## config.mk

```make
export PLATFORM = sky130hd
export DESIGN_NAME = inverter_seq_ctrl
export DESIGN_NICKNAME = d
export VERILOG_FILES = /design/src/rtl/inverter_seq_ctrl.sv
export SDC_FILE = /design/constraint.sdc
export NUM_CORES = 1
export LEC_CHECK = 0
export ABC_AREA = 1
export BUFFER_PORTS_ARGS = -buffer_cell sky130_fd_sc_hd__buf_2
export CAP_MARGIN = 40
export CELL_PAD_IN_SITES_DETAIL_PLACEMENT = 2
export CELL_PAD_IN_SITES_GLOBAL_PLACEMENT = 2
export CORE_ASPECT_RATIO = 1.1
export CORE_MARGIN = 3
export CORE_UTILIZATION = 33
export CTS_CLUSTER_SIZE = 16
export DETAILED_ROUTE_END_ITERATION = 8
export GPL_ROUTABILITY_DRIVEN = 0
export HOLD_SLACK_MARGIN = 0.05
export PLACE_DENSITY = 0.89
export SETUP_SLACK_MARGIN = 0.15
export SLEW_MARGIN = 20
export SYNTH_ARGS = -nofsm -noshare
export SYNTH_HDL_FRONTEND = slang
export SYNTH_SLANG_ARGS = --single-unit
```

## constraint.sdc

```tcl
create_clock -name clk -period 3.1 [get_ports clk]
set_clock_uncertainty 0.15 [all_clocks]
set_input_delay 0.465 -clock clk [delete_from_list [all_inputs] [get_ports clk]]
set_output_delay 0.465 -clock clk [all_outputs]
set_load 0.01 [all_outputs]
```

## src/rtl/inverter_seq_ctrl.sv

```systemverilog
// Drives an alternating 0/1 pattern onto WIDTH inverter lanes, holds each for DWELL cycles,
// samples the lane outputs at the end of each dwell and accumulates mismatch statistics.
module inverter_seq_ctrl #(
    parameter int WIDTH = 8,
    parameter int DWELL = 100,
    parameter int NPAT  = 4
) (
    input  logic             clk,
    input  logic             rst,
    input  logic             start,
    output logic [WIDTH-1:0] drive_a,
    input  logic [WIDTH-1:0] sense_b,
    output logic             busy,
    output logic             done,
    output logic             pass,
    output logic [7:0]       err_count,
    output logic [WIDTH-1:0] err_mask
);

    localparam int              DW         = $clog2(DWELL + 1);
    localparam logic [DW-1:0]   LAST_DWELL = DW'(DWELL - 1);
    localparam logic [9:0]      LAST_PAT   = 10'(NPAT - 1);

    typedef enum logic [1:0] {
        S_IDLE  = 2'd0,
        S_DRIVE = 2'd1,
        S_DONE  = 2'd2
    } state_t;

    state_t           state, state_n;
    logic [DW-1:0]    dwell_cnt, dwell_n;
    logic [9:0]       pat, pat_n;
    logic [WIDTH-1:0] drive_n, mask_n, diff;
    logic [7:0]       cnt_n;
    logic             busy_n, done_n, pass_n;

    always_ff @(posedge clk) begin
        if (rst) begin
            state     <= S_IDLE;
            dwell_cnt <= '0;
            pat       <= '0;
            drive_a   <= '0;
            busy      <= 1'b0;
            done      <= 1'b0;
            pass      <= 1'b0;
            err_count <= '0;
            err_mask  <= '0;
        end else begin
            state     <= state_n;
            dwell_cnt <= dwell_n;
            pat       <= pat_n;
            drive_a   <= drive_n;
            busy      <= busy_n;
            done      <= done_n;
            pass      <= pass_n;
            err_count <= cnt_n;
            err_mask  <= mask_n;
        end
    end

    // Outputs are computed for the coming cycle so every port comes straight from a flop.
    always_comb begin
        state_n = state;
        dwell_n = dwell_cnt;
        pat_n   = pat;
        drive_n = '0;
        busy_n  = 1'b0;
        done_n  = 1'b0;
        pass_n  = pass;
        cnt_n   = err_count;
        mask_n  = err_mask;
        diff    = sense_b ^ ~drive_a;

        case (state)
            S_IDLE: begin
                if (start) begin
                    state_n = S_DRIVE;
                    dwell_n = '0;
                    pat_n   = '0;
                    busy_n  = 1'b1;
                    pass_n  = 1'b0;
                    cnt_n   = '0;
                    mask_n  = '0;
                end
            end
            S_DRIVE: begin
                busy_n  = 1'b1;
                drive_n = drive_a;
                if (dwell_cnt == LAST_DWELL) begin
                    if (diff != '0) begin
                        mask_n = err_mask | diff;
                        if (err_count != 8'hFF) begin
                            cnt_n = err_count + 8'd1;
                        end
                    end
                    if (pat == LAST_PAT) begin
                        state_n = S_DONE;
                        busy_n  = 1'b0;
                        done_n  = 1'b1;
                        drive_n = '0;
                        pass_n  = (cnt_n == 8'd0);
                    end else begin
                        pat_n   = pat + 10'd1;
                        dwell_n = '0;
                        drive_n = {WIDTH{pat_n[0]}};
                    end
                end else begin
                    dwell_n = dwell_cnt + DW'(1);
                end
            end
            S_DONE: begin
                state_n = S_IDLE;
            end
            default: begin
                state_n = S_IDLE;
            end
        endcase
    end

endmodule

```

==> parameters.txt <==
Parameter                              Value

Outcome
  Status    finished, final reports clean

Synth
  Warnings, synthesis    0
  Post-Synth Adder-Cell Area    1.598%
  Distinct cells, synth    33
  Mapped Avg Cell Area    6.710 µm²
  Dominant combinational cell family by area after synthesis    simple AND/OR/NAND/NOR gates
  Number of instances in the synthesized netlist    350
  Share of cell area taken by muxes after synthesis    0%
  Simple-gate share of the synthesized area    41.18%
  Syn nets    364
  Post-synthesis xor/xnor area fraction    3.356%
  Compound-Gate Fraction of Synth Area    10.12%
  Fraction of the yosys area taken by sequential cells    33.24%
  Yosys reg bits    39
  FFs w/ async S/R, synth    0%
  Dominant register cell in the synthesized netlist    dfxtp_1
  Combined area of all synthesized cells    2349 µm²
  Count of flip-flops with a built-in enable after synthesis    0

Worst setup path
  CP max stage delay    0.81 ns
  Largest driver fanout on the critical path    18
  Start point of the critical path    drive_a[6]
  Critical Path Start Type    flop
  Worst setup path end    pass
  Critical path capture point type    flop
  Setup slack on the worst flop-to-flop path    0.67 ns
  Critical path data arrival time    2.51 ns
  Startpoint of the worst register-to-register path    drive_a[6]
  Slowest-stage cell, CP    dfxtp_1
  Worst Setup Path Type    reg -> reg
  Cell Chain, Critical Path    nand2_1, nand2_4, nand2_4, nor2_8, nand2_4, nand2_1, nand2_1, nor2_1, nand2_1, nor2_1, nor2_1, nor2_1
  Endpoint of the worst register-to-register path    pass
  Number of cells on the worst reg-to-reg path    12
  Required time of the critical path    3.18 ns

Timing
  RSZ-0062 raised after global routing    false
  Worst Max-Slew Pin Slew    0.7473 ns
  Highest clock rate    411.2 MHz
  Number of max-slew violations in the final report    0
  Relative slew margins    50.11%
  Period Utilization, post-route    78.44%
  Count of endpoints failing setup in the final report    0
  Final critical delay including setup and external delays    2.432 ns
  Final total negative setup slack    0 ns
  Final Hold Viols    0

Detailed routing
  Detailed-route via count    2327
  # DRC    0
  Post-DR wirelength/cell    16.23 µm
  First-pass detailed-route iteration total    4
  DRT iter0 DRCs    46
  Vias/cell    5.004
  DRT Wirelength    7.547 mm
  Number of routed nets with antenna violations    0

GRT
  Antenna violations before repair    0
  Global routing usage summed across all routing layers    19.38%
  Maximum number of pins on one net before global-route repair    24
  Global route total overflow    0
  First-pass GRT wire length    12.69 mm
  Number of global-route vias before repair    2582

CTS
  Clock sink total    39
  Number of buffers added by the clock tree synthesis step    5
  Clock-pin slew reported for the worst setup and hold paths after clock tree synthesis    0.08 ns
  Clk Latency, worst-skew pair    0.30 ns
  Cell at the root of the clock tree    clkbuf_8
  Max Buffers Root-to-Sink    2
  Post-CTS Setup Bufs    0
  Quantity of hold-fixing buffers added after cts    0
  Maximum level of the CTS H-tree    2
  TritonCTS clock tree    done
  Quantity of gates resized following cts    0

Hold path
  Type of the most critical hold path    reg -> reg

Place
  Post-detailed-placement half-perimeter wirelength    5.425 mm
  PortBufs    37
  Number of placed instances with taps included    457

Finish
  Leading cell type in the layout, fill and taps excluded    nand2_1
  Fraction of final layout cells with drive strength greater than 1    20.89%
  Top library cells by usage in the layout, fill and taps aside    nand2_1 (97), nor2_1 (40), dfxtp_1 (39)
  Fill cell total of the finished layout    850
  Final core occ    39.60%
  Antenna Diode Count    0
  Number of standard cells in the final layout excluding fillers    465
  Number of nets in the layout    396
  Syn-to-layout area delta    13.80%

Pwr
  Relative contribution of the clock network to total power    41.9%
  Fraction of power consumed by sequential logic    48.2%
  Sw Share    25.44%
  Peak ir drop on the vdd network    169.4 µV
  Cell-internal power    0.0008039 W
  P_sw    0.0002743 W
  Cell area power density    403.4 nW/µm²
  Fraction of power consumed by combinational cells    9.9%
  Standby leakage power    1.243 nW

Floorplan
  Area of the die    8166 µm²
  Initial core utilization    34.80%
  DIE HEIGHT    94.48 µm
  Number of top-level design ports    38
  Die Width    86.44 µm
  Core Rows    31
  Area of the placeable core    6749 µm²

Job
  Max Cap Viol    0
==> synthesized netlist by cell type (5+ instances only) <==
library cell / n / area, µm²
nor3_1: 7 / 35.03
nand3_1: 28 / 140.1
buf_4: 8 / 60.06
xor2_1: 8 / 70.07
a21oi_1: 23 / 115.1
dfxtp_1: 39 / 780.8
nand2_1: 97 / 364.1
o21a_1: 9 / 67.56
nand2_2: 16 / 100.1
nor2_1: 40 / 150.1
inv_1: 36 / 135.1
o21ai_0: 5 / 25.02
==> critical path, delay by kind of cell (launching register included) <==
kind / cells / cell delay (ns)
flops: 1 / 0.81
simple gates: 12 / 1.39
==> cells by family after synthesis <==
| logic type | Yosys count |
|---|---|
| simple gates | 206 |
| buf+inv | 53 |
| compound gates | 40 |
| flops | 39 |
| xor+xnor | 9 |
| fa+ha+maj | 3 |
==> area by class of cell <==
cell class / instances / area [µm²] / share of cell area (%)
Timing Repair Buffer: 38 / 192.7 / 7.210
Sequential cell: 39 / 780.7 / 29.21
Clock buffer: 6 / 82.58 / 3.090
Multi-Input combinational cell: 258 / 1321 / 49.44
Inverter: 40 / 157.7 / 5.899
Tap cell: 82 / 102.6 / 3.839
Clock inverter: 2 / 35.03 / 1.311
==> registers in the layout, summed over array words and instances, names as in the netlist <==
register,count
err_count,8
state,2
done,1
busy,1
pass,1
dwell_cnt,7
pat,10
drive_a,1
err_mask,8
==> metal layers <==
metal	global-route usage, %	up-vias	share of wire (%)
met5	0	-	0
met4	5.455	0	1.7
met3	2.792	13	2.0
met2	37.69	26	55
met1	21.49	1126	42
li1	-	1162	-
==> through the flow <==
stage,hold WS [ns],cell area (µm²),total power [W],setup WS (ns)
5_1_grt,0.3334,2673,0.001125,0.4700
3_3_place_gp,0.2983,2555,0.0006296,0.8238
6_report,0.3179,2673,0.001078,0.6683
2_1_floorplan,0.2937,2349,0.0005984,1.281
4_1_cts,0.3213,2673,0.001095,0.6108
3_5_place_dp,0.3021,2555,0.0006361,0.7083
==> power groups by stage <==
stage / Sequential (W) / Clock (W) / Combinational, W
2_1_floorplan: 0.000532 / 0 / 0.0000667
3_3_place_gp: 0.000530 / 0 / 0.000100
3_5_place_dp: 0.000531 / 0 / 0.000106
4_1_cts: 0.000519 / 0.000466 / 0.000109
5_1_grt: 0.000521 / 0.000486 / 0.000118
6_report: 0.000519 / 0.000452 / 0.000107
==> how the worst min path moves through the flow <==
stage                start          end  depth (start not counted)
3_5_place_dp   err_mask[0]  err_mask[0]                          1
2_1_floorplan       pat[6]       pat[6]                          2
4_1_cts        err_mask[4]  err_mask[4]                          1
5_1_grt        err_mask[4]  err_mask[4]                          1
3_3_place_gp   err_mask[0]  err_mask[0]                          1
6_report       err_mask[5]  err_mask[5]                          1
No activity file was read; power rests on OpenSTA's default activity.
